### config.mk
export PLATFORM = sky130hd
export DESIGN_NAME = vga_window_gen
export DESIGN_NICKNAME = d
export VERILOG_FILES = /design/src/rtl/vga_window_gen.sv
export SDC_FILE = /design/constraint.sdc
export NUM_CORES = 1
export LEC_CHECK = 0
export CORE_MARGIN = 5
export CORE_UTILIZATION = 54
export DETAILED_ROUTE_END_ITERATION = 10
export HOLD_SLACK_MARGIN = 0.03
export PLACE_DENSITY_LB_ADDON = 0.2
export SLEW_MARGIN = 10
export SYNTH_ARGS = -nofsm -noshare
export SYNTH_HDL_FRONTEND = slang
export SYNTH_SLANG_ARGS = --single-unit
### constraint.sdc
create_clock -name CLK -period 4.7 [get_ports CLK]
set_input_delay 0.94 -clock CLK [delete_from_list [all_inputs] [get_ports CLK]]
set_output_delay 0.94 -clock CLK [all_outputs]
set_load 0.02 [all_outputs]
### src/rtl/vga_window_gen.sv
// VGA raster timing generator with one runtime-configurable image window.
// Outputs (syncs, blank, coordinates, window address, border) are registered one cycle behind the counters.
module vga_window_gen #(
    parameter int H_FRONT  = 16,
    parameter int H_SYNC   = 96,
    parameter int H_BACK   = 48,
    parameter int H_ACT    = 640,
    parameter int V_FRONT  = 11,
    parameter int V_SYNC   = 2,
    parameter int V_BACK   = 31,
    parameter int V_ACT    = 480,
    parameter int CNT_W    = 11,
    parameter int ADDR_W   = 15,
    parameter int SYNC_POL = 0
) (
    input  logic              CLK,
    input  logic              reset,
    input  logic [CNT_W-1:0]  win_x,
    input  logic [CNT_W-1:0]  win_y,
    input  logic [CNT_W-1:0]  win_w,
    input  logic [CNT_W-1:0]  win_h,
    input  logic              scale2x,
    input  logic              border_en,
    input  logic [3:0]        border_t,
    output logic              hsync,
    output logic              vsync,
    output logic              VGA_BLANK,
    output logic              VGA_SYNC,
    output logic [CNT_W-1:0]  px_x,
    output logic [CNT_W-1:0]  px_y,
    output logic              win_valid,
    output logic [ADDR_W-1:0] addr,
    output logic              border,
    output logic              frame_start
);
    localparam int XW = CNT_W + 2;
    localparam logic [CNT_W-1:0] H_BLK   = CNT_W'(H_FRONT + H_SYNC + H_BACK);
    localparam logic [CNT_W-1:0] V_BLK   = CNT_W'(V_FRONT + V_SYNC + V_BACK);
    localparam logic [CNT_W-1:0] H_LAST  = CNT_W'(H_FRONT + H_SYNC + H_BACK + H_ACT - 1);
    localparam logic [CNT_W-1:0] V_LAST  = CNT_W'(V_FRONT + V_SYNC + V_BACK + V_ACT - 1);
    localparam logic [CNT_W-1:0] H_S0    = CNT_W'(H_FRONT);
    localparam logic [CNT_W-1:0] H_S1    = CNT_W'(H_FRONT + H_SYNC);
    localparam logic [CNT_W-1:0] V_S0    = CNT_W'(V_FRONT);
    localparam logic [CNT_W-1:0] V_S1    = CNT_W'(V_FRONT + V_SYNC);
    localparam logic             POL     = (SYNC_POL != 0);

    logic [CNT_W-1:0]  h_q, h_d, v_q, v_d;
    logic [CNT_W-1:0]  wx_q, wy_q, ww_q, wh_q;
    logic              s_q, be_q;
    logic [3:0]        bt_q;
    logic [ADDR_W-1:0] base_q, base_d;

    logic              hsync_q, vsync_q, blank_q, valid_q, border_q, fs_q;
    logic              hsync_d, vsync_d, blank_d, valid_d, border_d, fs_d;
    logic [CNT_W-1:0]  px_x_q, px_y_q, px_x_d, px_y_d;
    logic [ADDR_W-1:0] addr_q, addr_d;

    logic              h_last, frame_top, h_act, v_act, act;
    logic              in_x, in_y, bx, by, nonempty, row_odd;
    logic [CNT_W-1:0]  x_rel, y_rel, col;
    logic [CNT_W:0]    dw, dh;
    logic [XW-1:0]     xe, ye, wxe, wye, dwe, dhe, te;

    always_comb begin
        h_last    = (h_q == H_LAST);
        frame_top = (h_q == '0) && (v_q == '0);
        h_d       = h_last ? '0 : h_q + 1'b1;
        v_d       = v_q;
        if (h_last) v_d = (v_q == V_LAST) ? '0 : v_q + 1'b1;

        h_act = (h_q >= H_BLK);
        v_act = (v_q >= V_BLK);
        act   = h_act && v_act;
        x_rel = h_q - H_BLK;
        y_rel = v_q - V_BLK;

        // Displayed extent and edges widened so x+w never wraps.
        dw  = {1'b0, ww_q} << s_q;
        dh  = {1'b0, wh_q} << s_q;
        xe  = {2'b00, x_rel};
        ye  = {2'b00, y_rel};
        wxe = {2'b00, wx_q};
        wye = {2'b00, wy_q};
        dwe = {1'b0, dw};
        dhe = {1'b0, dh};
        te  = XW'(bt_q);

        in_x     = (xe >= wxe) && (xe < wxe + dwe);
        in_y     = (ye >= wye) && (ye < wye + dhe);
        bx       = (xe + te >= wxe) && (xe < wxe + dwe + te);
        by       = (ye + te >= wye) && (ye < wye + dhe + te);
        nonempty = (ww_q != '0) && (wh_q != '0);
        row_odd  = y_rel[0] ^ wy_q[0];
        col      = (x_rel - wx_q) >> s_q;

        hsync_d  = ((h_q >= H_S0) && (h_q < H_S1)) ? POL : ~POL;
        vsync_d  = ((v_q >= V_S0) && (v_q < V_S1)) ? POL : ~POL;
        blank_d  = act;
        px_x_d   = act ? x_rel : '0;
        px_y_d   = act ? y_rel : '0;
        valid_d  = act && in_x && in_y;
        addr_d   = valid_d ? base_q + ADDR_W'(col) : '0;
        border_d = be_q && act && !valid_d && (bt_q != 4'd0) && nonempty && bx && by;
        fs_d     = frame_top;

        // Line base advances after each displayed row that ends a source row.
        base_d = base_q;
        if (frame_top)
            base_d = '0;
        else if (h_last && v_act && in_y && (!s_q || row_odd))
            base_d = base_q + ADDR_W'(ww_q);
    end

    always_ff @(posedge CLK) begin
        if (reset) begin
            h_q      <= '0;
            v_q      <= '0;
            wx_q     <= '0;
            wy_q     <= '0;
            ww_q     <= '0;
            wh_q     <= '0;
            s_q      <= 1'b0;
            be_q     <= 1'b0;
            bt_q     <= '0;
            base_q   <= '0;
            hsync_q  <= ~POL;
            vsync_q  <= ~POL;
            blank_q  <= 1'b0;
            px_x_q   <= '0;
            px_y_q   <= '0;
            valid_q  <= 1'b0;
            addr_q   <= '0;
            border_q <= 1'b0;
            fs_q     <= 1'b0;
        end else begin
            h_q      <= h_d;
            v_q      <= v_d;
            base_q   <= base_d;
            if (frame_top) begin
                wx_q <= win_x;
                wy_q <= win_y;
                ww_q <= win_w;
                wh_q <= win_h;
                s_q  <= scale2x;
                be_q <= border_en;
                bt_q <= border_t;
            end
            hsync_q  <= hsync_d;
            vsync_q  <= vsync_d;
            blank_q  <= blank_d;
            px_x_q   <= px_x_d;
            px_y_q   <= px_y_d;
            valid_q  <= valid_d;
            addr_q   <= addr_d;
            border_q <= border_d;
            fs_q     <= fs_d;
        end
    end

    assign hsync       = hsync_q;
    assign vsync       = vsync_q;
    assign VGA_BLANK   = blank_q;
    assign VGA_SYNC    = 1'b1;
    assign px_x        = px_x_q;
    assign px_y        = px_y_q;
    assign win_valid   = valid_q;
    assign addr        = addr_q;
    assign border      = border_q;
    assign frame_start = fs_q;
endmodule

* Word level (Yosys, flattened, before mapping)
Index checks and enable logic that the tools add are counted.
** Word-level totals
- Memory bits (writable) :: 0
- Output and inout bits :: 44
- ROM bits :: 0
- Flip-flop bits (word level) :: 130
- Logic and storage cells :: 89
- Memories kept :: 0
- Bits in latches :: 0
** Operators by class
- Bitwise logic cells :: 3
- Shift operators :: 3
- Add/subtract/negate cells :: 13
- Reduce and logical (&&, ||, !) cells :: 32
- Multiplexer cells :: 3
- Equal/unequal tests :: 2
- Multiply operators :: 0
- $lt $le $gt $ge :: 14
- Div/mod/pow operators :: 0
** Operators by type and width (count)
- $lt 11x13->1 :: 4
- $add 15x11->15 :: 2
- $add 11x12->13 :: 2
- $add 13x4->13 :: 2
- $add 11x4->12 :: 2
- $ge 12x11->1 :: 2
- $shl 11x1->12 :: 2
- $add 11x1->11 const B :: 2
- $eq 11x10->1 const B :: 2
- $ge 11x11->1 :: 2
- $logic_not 11->1 :: 2
- $reduce_bool 11->1 :: 2
- $logic_and 1x1->1 :: 20
- $ge 11x4->1 const B :: 1
- $ge 11x5->1 const B :: 1
- $ge 11x6->1 const B :: 1
- $ge 11x8->1 const B :: 1
- $lt 11x4->1 const B :: 1
- $lt 11x7->1 const B :: 1
- $mux 11 :: 1
- $shr 11x1->11 :: 1
- $sub 11x11->11 :: 1
- $sub 11x6->11 const B :: 1
- $sub 11x8->11 const B :: 1
- other kinds (7) :: 13

* Longest topological paths before layout
Gate-level depths: netlist (run 1).
- Word-level depth :: 12
- Gate-level depth with buffers :: 20
- Mapped depth without buffers :: 19

* Worst setup path before layout (run 1)
OpenSTA, ideal clock, no wires.
- Path kind :: reg-to-reg
- Start :: register s_q
- End :: register addr_q[7], in the netlist addr[7]
- Path buffers :: 4
- Stages on the path, launching flop included :: 20
- Arrival time :: 4924 ps
- Data required time :: 4636 ps
- Setup slack :: -288 ps
- Library setup time :: 64 ps
- Cell sequence :: dfxtp_1 > buf_1 > clkbuf_1 > nor2b_1 > ha_1 > fa_1 > a211oi_2 > o21ai_0 > a311oi_1 > ha_1 > and3_1 > o21ai_0 > o21ai_0 > o21ai_0 > nor4b_1 > or3_1 > or4_1 > buf_2 > buf_12 > nor2_4
** Between the ends
- Word-level cells in the longest chain between the ends :: 8
- Elaborated cells on any way between the ends :: 14
- Classes of those cells :: 3 x add/sub; 2 x order compare; 3 x shift; 1 x bitwise; 5 x reduce/logical
** RTL lines
- from (decl) :: RTL line 49 : logic s_q, be_q;
- from (signal assigned) :: RTL line 144 : s_q <= scale2x;
- $shl 11x1->12 :: RTL line 78 : dw = {1'b0, ww_q} << s_q;
- $add 11x12->13 :: RTL line 88 : in_x = (xe >= wxe) && (xe < wxe + dwe);
- $lt 11x13->1 :: RTL line 88
- $logic_and 1x1->1 :: RTL line 88
- $logic_and 1x1->1 (2 in series) :: RTL line 101 : valid_d = act && in_x && in_y;
- $not 1->1 (no line)
- $reduce_or 2->1 (no line)
- to (signal assigned) :: RTL line 154 : addr_q <= addr_d;
- to (decl) :: RTL line 56 : logic [ADDR_W-1:0] addr_q, addr_d;
Several ways; a longest one is shown, not always the timed one.
A chain may end at the register's enable or synchronous reset.

* Final worst setup path (run 1)
- Start :: register s_q
- End :: register addr_q[14], in the netlist addr[14]
Same word-level chain as after synthesis.

==> results of run 1 <==
==> logic make-up after synthesis <==
group	synth area share [%]
muxes	4.114
AOI/OAI and AO/OA	17.53
and+or+nand+nor	20.27
DFF	24.73
buffers and inverters	4.982
xor gates and xnor gates	8.573
adders and majority gates	19.76
other	0.03564
==> cell usage after synthesis, types with 9 or more instances <==
cell	number	area share [%]
nand2b_1	17	1.0
nand3_1	29	1.4
nor4_1	16	0.95
ha_1	151	18
o21bai_1	10	0.71
and2_1	14	0.83
or4_1	9	0.64
mux2_2	26	2.8
nor2_1	88	3.1
xor2_1	40	3.3
xnor2_1	63	5.2
nor3_1	22	1.0
o21ai_0	44	2.1
or3_1	11	0.65
o211ai_1	17	1.2
a21oi_1	121	5.8
fa_1	9	1.7
nor2b_1	15	0.89
dfxtp_1	130	25
clkbuf_1	33	1.2
a211oi_1	12	0.86
a31oi_1	9	0.54
mux2i_1	14	1.3
and3_1	11	0.65
inv_1	84	3.0
nand2_1	152	5.4
a21o_1	27	1.9
==> where the power goes <==
group / leakage (nW) / internal, mW / switching (mW) / total (mW)
clock: 0.310 / 0.895 / 0.546 / 1.44
sequential: 1.06 / 1.15 / 0.0661 / 1.21
combinational: 3.93 / 0.552 / 0.700 / 1.25
==> how the worst min path moves through the flow <==
stage               cells past startpoint               from                 to  slack (ns)
floorplan                               2  be_q$_SDFFE_PP0P_  be_q$_SDFFE_PP0P_        0.43
global placement                        2  be_q$_SDFFE_PP0P_  be_q$_SDFFE_PP0P_        0.45
detailed placement                      2  be_q$_SDFFE_PP0P_  be_q$_SDFFE_PP0P_        0.46
CTS                                     2  be_q$_SDFFE_PP0P_  be_q$_SDFFE_PP0P_        0.47
global route                            2  be_q$_SDFFE_PP0P_  be_q$_SDFFE_PP0P_        0.50
finish                                  2  be_q$_SDFFE_PP0P_  be_q$_SDFFE_PP0P_        0.47
==> metrics by stage <==
stage	setup slack [ns]	cells
global placement	0.2072	1628
finish	0.2545	1660
detailed placement	0.01241	1628
CTS	0.01001	1659
global route	-0.01320	1660
floorplan	0.04389	1289
==> state kept, by name, summed over array words and instances (netlist names), 4 cells and up <==
| signal | count |
|---|---|
| h_q | 11 |
| bt_q | 4 |
| ww_q | 11 |
| addr | 15 |
| wy_q | 11 |
| base_q | 15 |
| px_x | 11 |
| wh_q | 11 |
| px_y | 11 |
| v_q | 11 |
| wx_q | 11 |
==> cell type report <==
type,instances,share of cell area [%]
clock buffers,17,3.406
repair buffers,120,9.287
flip-flops and latches,130,20.87
multi-input cells,1030,59.64
clock inverters,14,1.623
inverters,84,2.525
well taps,265,2.655
==> per-layer routing <==
layer / part of all wire [%] / vias up / wire length [µm]
met4: 3.6 / 0 / 1006
met2: 50 / 249 / 14020
li1: - / 4740 / -
met1: 42 / 4496 / 11680
met3: 4.2 / 64 / 1158
met5: 0 / - / 0
==> what timing repair did <==
| item | 4_1_cts | 5_1_grt |
|---|---|---|
| gates cloned | 0 | 0 |
| gates resized for setup | 2 | 16 |
| setup buffers | 0 | 1 |
| pin swaps | 0 | 3 |
| setup endpoints to repair | 2 | 32 |
==> critical path: stages (launching register included) <==
cell      delay (ns)
dfxtp_4         0.39
buf_6           0.15
mux2_2          0.34
ha_2            0.36
o21ai_1         0.13
o21ai_2         0.22
a21boi_1        0.11
or2_2           0.36
inv_1           0.07
ha_1            0.23
and3_1          0.20
o21ai_0         0.06
o21ai_0         0.10
o21ai_1         0.20
nor4b_1         0.10
or3_1           0.44
or4_1           0.60
buf_12          0.19
a31oi_1         0.13
==> results.toml, run 1 <==
[detailed_routing]
detail_route.wl_per_cell_um = 16.78
post-route-drc-count = 0
num_vias = 9549
antenna_left = 0
dr.pass1.iters = 5
routed_wirelength_um = 27860
viasPerCell = 5.752
drt_iter0_drc = 483

[die]
start_util_pct = 54.42
chipHeight_um = 149.6
row_count = 51
dieArea_um2 = 22380
num_io_pins = 96
die_x_um = 149.6
coreArea_um2 = 19330

[power]
powerDensity_nw_per_um2 = 312.9
vdd_drop_max_uv = 279.1
power_leakage_nw = 5.299
power_mw = 3.908

[global_route]
grt_pass1_vias = 9181
use_met1_pct = 30.14
busiest_layer = "met2"
overflow = 0
grt_max_degree = 62
use_met2_pct = 44.43
grt_pass1_wl_um = 45130
use_met3_pct = 4.119
track_usage_pct = 25.03
grt_antenna_before_repair = 0

[min_path]
hold_class = "flop to flop"

[layout]
fin_area_um2 = 12490
finish.utilization_pct = 64.60
mostFrequentLayoutCells = "nand2_1 (152), ha_1 (149), dfxtp_1 (129)"
layout_commonest_cell = "nand2_1"
diodes = 0
nFillCells = 1671
layout-drive-gt1-share_pct = 8.889
multi_input_area_um2 = 7448
register_area_um2 = 2606
final_nets = 1595
layout-area-overhead-vs-synth_pct = 18.69

[logic_synthesis]
yosysWarnings = 0
synthArstFlopShare_pct = 0
avgSynthCellArea_um2 = 8.163
synth-seq-area-share_pct = 24.73
synthCells = 1289
synth-edff-count = 0
syn_nets = 1501
ys_seq_elements = 130
ys_types = 71
synth_top_flop_cell = "dfxtp_1"
syn_area_um2 = 10520

[critical_path]
endpoint = "addr[14]$_SDFF_PP0_"
r2r_end = "addr[14]$_SDFF_PP0_"
critPathKind = "flop to flop"
crit_arrival_ns = 4.80
reg2reg_depth = 18
critPathRequiredTime_ns = 5.06
crit_path_end_kind = "flop"
start_kind = "flop"
startpoint = "s_q$_SDFFE_PP0P_"
r2r-start = "s_q$_SDFFE_PP0P_"
crit_fanout = 16
regToRegSetupSlack_ns = 0.25

[clocking]
clk_path_buf_depth = 2
cts-htree-levels = 4
clk_pin_slew_ns = 0.06
clock-root-buffer = "clkbuf_16"
clk-insertion-delay-late_ns = 0.43
cts_hold_buf = 0
cts_tree = "yes"
cts_sinks = 130
cts_buffers = 17

[sta]
final_max_slew_viol_count = 0
period_minus_slack_ns = 4.446
period_share_pct = 94.59
finalSetupTns_ns = 0
max_freq_ghz = 0.2249
tightest_slew_ns = 0.8831
setup_viol = 0
skew_ns = 0.009945
slew_headroom_pct = 40.70
holdWs_ns = 0.4684
hold_viol = 0

[placement]
portBuffers = 94
hpwlAfterDp_um = 21040
placed_area_um2 = 11790
gp_congestion = 0.8861

[status]
status = "complete, no violations"

[flow_run]
cap_violations = 0
Power figures use the tool's default switching activity.
==> run 2, diff against run 1 <==
CAP_MARGIN = 20   (was unset)
==> results of run 2 <==
Final layout, timing and power as in run 1 (identical DEF).
==> run 3, diff against run 2 <==
CORE_ASPECT_RATIO = 1.75   (was unset)
==> run 3 against run 2 <==
Worst setup slack worse by 0.12 ns. Sequential power hardly changed. Largest power group unchanged. Clock skew is 0.0020 ns higher. Die area is 0.49% higher. Core utilization is 1.0 points higher. Fmax is 2.5% lower. Combinational power is 3% higher. Flip-flop and latch count stayed put. Wire length is 8.9% higher. Cell count is 0.30% lower. Critical path type unchanged. First-iteration DRC count stayed put.
==> results.toml, run 3 (synthesized netlist as in run 1, its figures left out) <==
[detailed_routing]
routed_wirelength_um = 30340
dr.pass1.iters = 5
post-route-drc-count = 0
drt_iter0_drc = 483
num_vias = 9646
antenna_left = 0
detail_route.wl_per_cell_um = 18.33
viasPerCell = 5.828

[critical_path]
crit_fanout = 4
critPathRequiredTime_ns = 5.05
startpoint = "s_q$_SDFFE_PP0P_"
crit_path_end_kind = "flop"
critPathMostFrequentCell = "fa_1"
critPathKind = "flop to flop"
r2r-start = "s_q$_SDFFE_PP0P_"
start_kind = "flop"
critical_path.cell_chain = "mux2_2 > fa_1 > inv_1 > fa_1 > nor2b_1 > o21ai_0 > nand2b_1 > or3b_2 > or2_2 > nor3_1 > xor2_1 > ha_1 > o22ai_2 > a211oi_2 > buf_4 > nor4_1"
slowest_delay_ns = 0.58
crit_arrival_ns = 4.91
slowest_stage = "fa_1"

[power]
pwr-share-clk_pct = 36.5
power_leakage_nw = 5.389
pwr-share-seq_pct = 30.8
vdd_drop_max_uv = 346.1
power_mw = 3.947
swShare_pct = 34.04
p_sw_mw = 1.344
p_int_mw = 2.603
comb_power_share_pct = 32.7
powerDensity_nw_per_um2 = 313.3

[die]
row_count = 67
dieArea_um2 = 22490
start_util_pct = 54.81
die_x_um = 115.5
num_io_pins = 96
chipHeight_um = 194.7
coreArea_um2 = 19200

[global_route]
grt_antenna_before_repair = 1
overflow = 0
grt_max_degree = 61
grt_pass1_wl_um = 48300
track_usage_pct = 27.43
grt_pass1_vias = 9683

[sta]
holdWs_ns = 0.4758
setup_viol = 0
tightest_slew_ns = 0.7767
max_freq_ghz = 0.2192
final_max_slew_viol_count = 0
period_share_pct = 97.05
hold_viol = 0
skew_ns = 0.01193
grt_setup_unrepaired = "false"
setup_slack_ns = 0.1386
period_minus_slack_ns = 4.561
slew_headroom_pct = 48.22

[placement]
pre_cts_slack_ns = -0.03366
gp_congestion = 0.9692
portBuffers = 94
hpwlAfterDp_um = 23970
placed_area_um2 = 11900

[layout]
layout-drive-gt1-share_pct = 9.908
finish.utilization_pct = 65.63
nFillCells = 1693
layout-area-overhead-vs-synth_pct = 19.74
layout_commonest_cell = "nand2_1"
final_nets = 1612
mostFrequentLayoutCells = "nand2_1 (152), ha_1 (151), dfxtp_1 (129)"
fin_area_um2 = 12600

[clocking]
cts_tree = "yes"
cts_sinks = 130
clk_pin_slew_ns = 0.07
cts_hold_buf = 0
cts-htree-levels = 4
clk-insertion-delay-late_ns = 0.44
cts_buffers = 17
clk_path_buf_depth = 2
clock-root-buffer = "clkbuf_16"

[status]
status = "complete, no violations"

[min_path]
min_from = "wy_q[7]$_SDFFE_PP0P_"
hold_class = "flop to flop"

[flow_run]
cap_violations = 0
## run 3: layout make-up
class	instances	area, µm²	share of cell area (%)
tap	241	301.5	2.393
sequential	130	2606	20.69
timing repair buffer	137	1291	10.25
inverter	84	315.3	2.502
multi-input combinational	1030	7451	59.14
clock buffer	18	429.2	3.406
clock inverter	14	202.7	1.609
antenna	1	2.502	0.01986
## run 3: stage by stage
stage	setup TNS, ns	std cells
6_report	0	1655
3_3_place_gp	-0.007772	1621
5_1_grt	0	1655
3_5_place_dp	-0.06105	1621
4_1_cts	0	1653
2_1_floorplan	0	1289
## run 3: timing repair
item | CTS | global route
setup buffers | 0 | 1
endpoints found under the setup margin | 3 | 32
resized for setup | 1 | 14
pin swaps | 0 | 1
## run 3: final timing paths
path                            slack (ns)              endpoint  cells after the start
worst max-delay path                  0.14     border$_SDFF_PP0_                     16
worst min-delay path                  0.48  wy_q[7]$_SDFFE_PP0P_                      2
worst max register to register        0.14     border$_SDFF_PP0_                     16
worst min register to register        0.48  wy_q[7]$_SDFFE_PP0P_                      2
## run 3: worst max-delay path, delay by kind of cell, from the launching register on
kind,cells,cell delay (ns)
AOI/OAI and AO/OA,3,0.32
buffers and inverters,2,0.25
xor gates and xnor gates,1,0.29
and+or+nand+nor,6,1.53
DFF,1,0.38
muxes,1,0.37
adders and majority gates,3,1.33
## run 3: power groups by stage
stage                     Sequential, mW  Combinational [mW]  Clock [mW]
after CTS                           1.21                1.27        1.46
after global placement              1.24                1.23           0
after detailed placement            1.24                1.26           0
after floorplan                     1.21               0.893           0
final                               1.22                1.29        1.44
after global routing                1.22                1.44        1.51
## run 3: layer usage
layer / part of all wire (%) / vias to the layer above / GRT usage (%)
li1: - / 4770 / -
met1: 36 / 4506 / 27.32
met2: 54 / 263 / 51.16
met3: 3.5 / 107 / 3.951
met4: 7.0 / 0 / 17.62
met5: 0 / - / 0
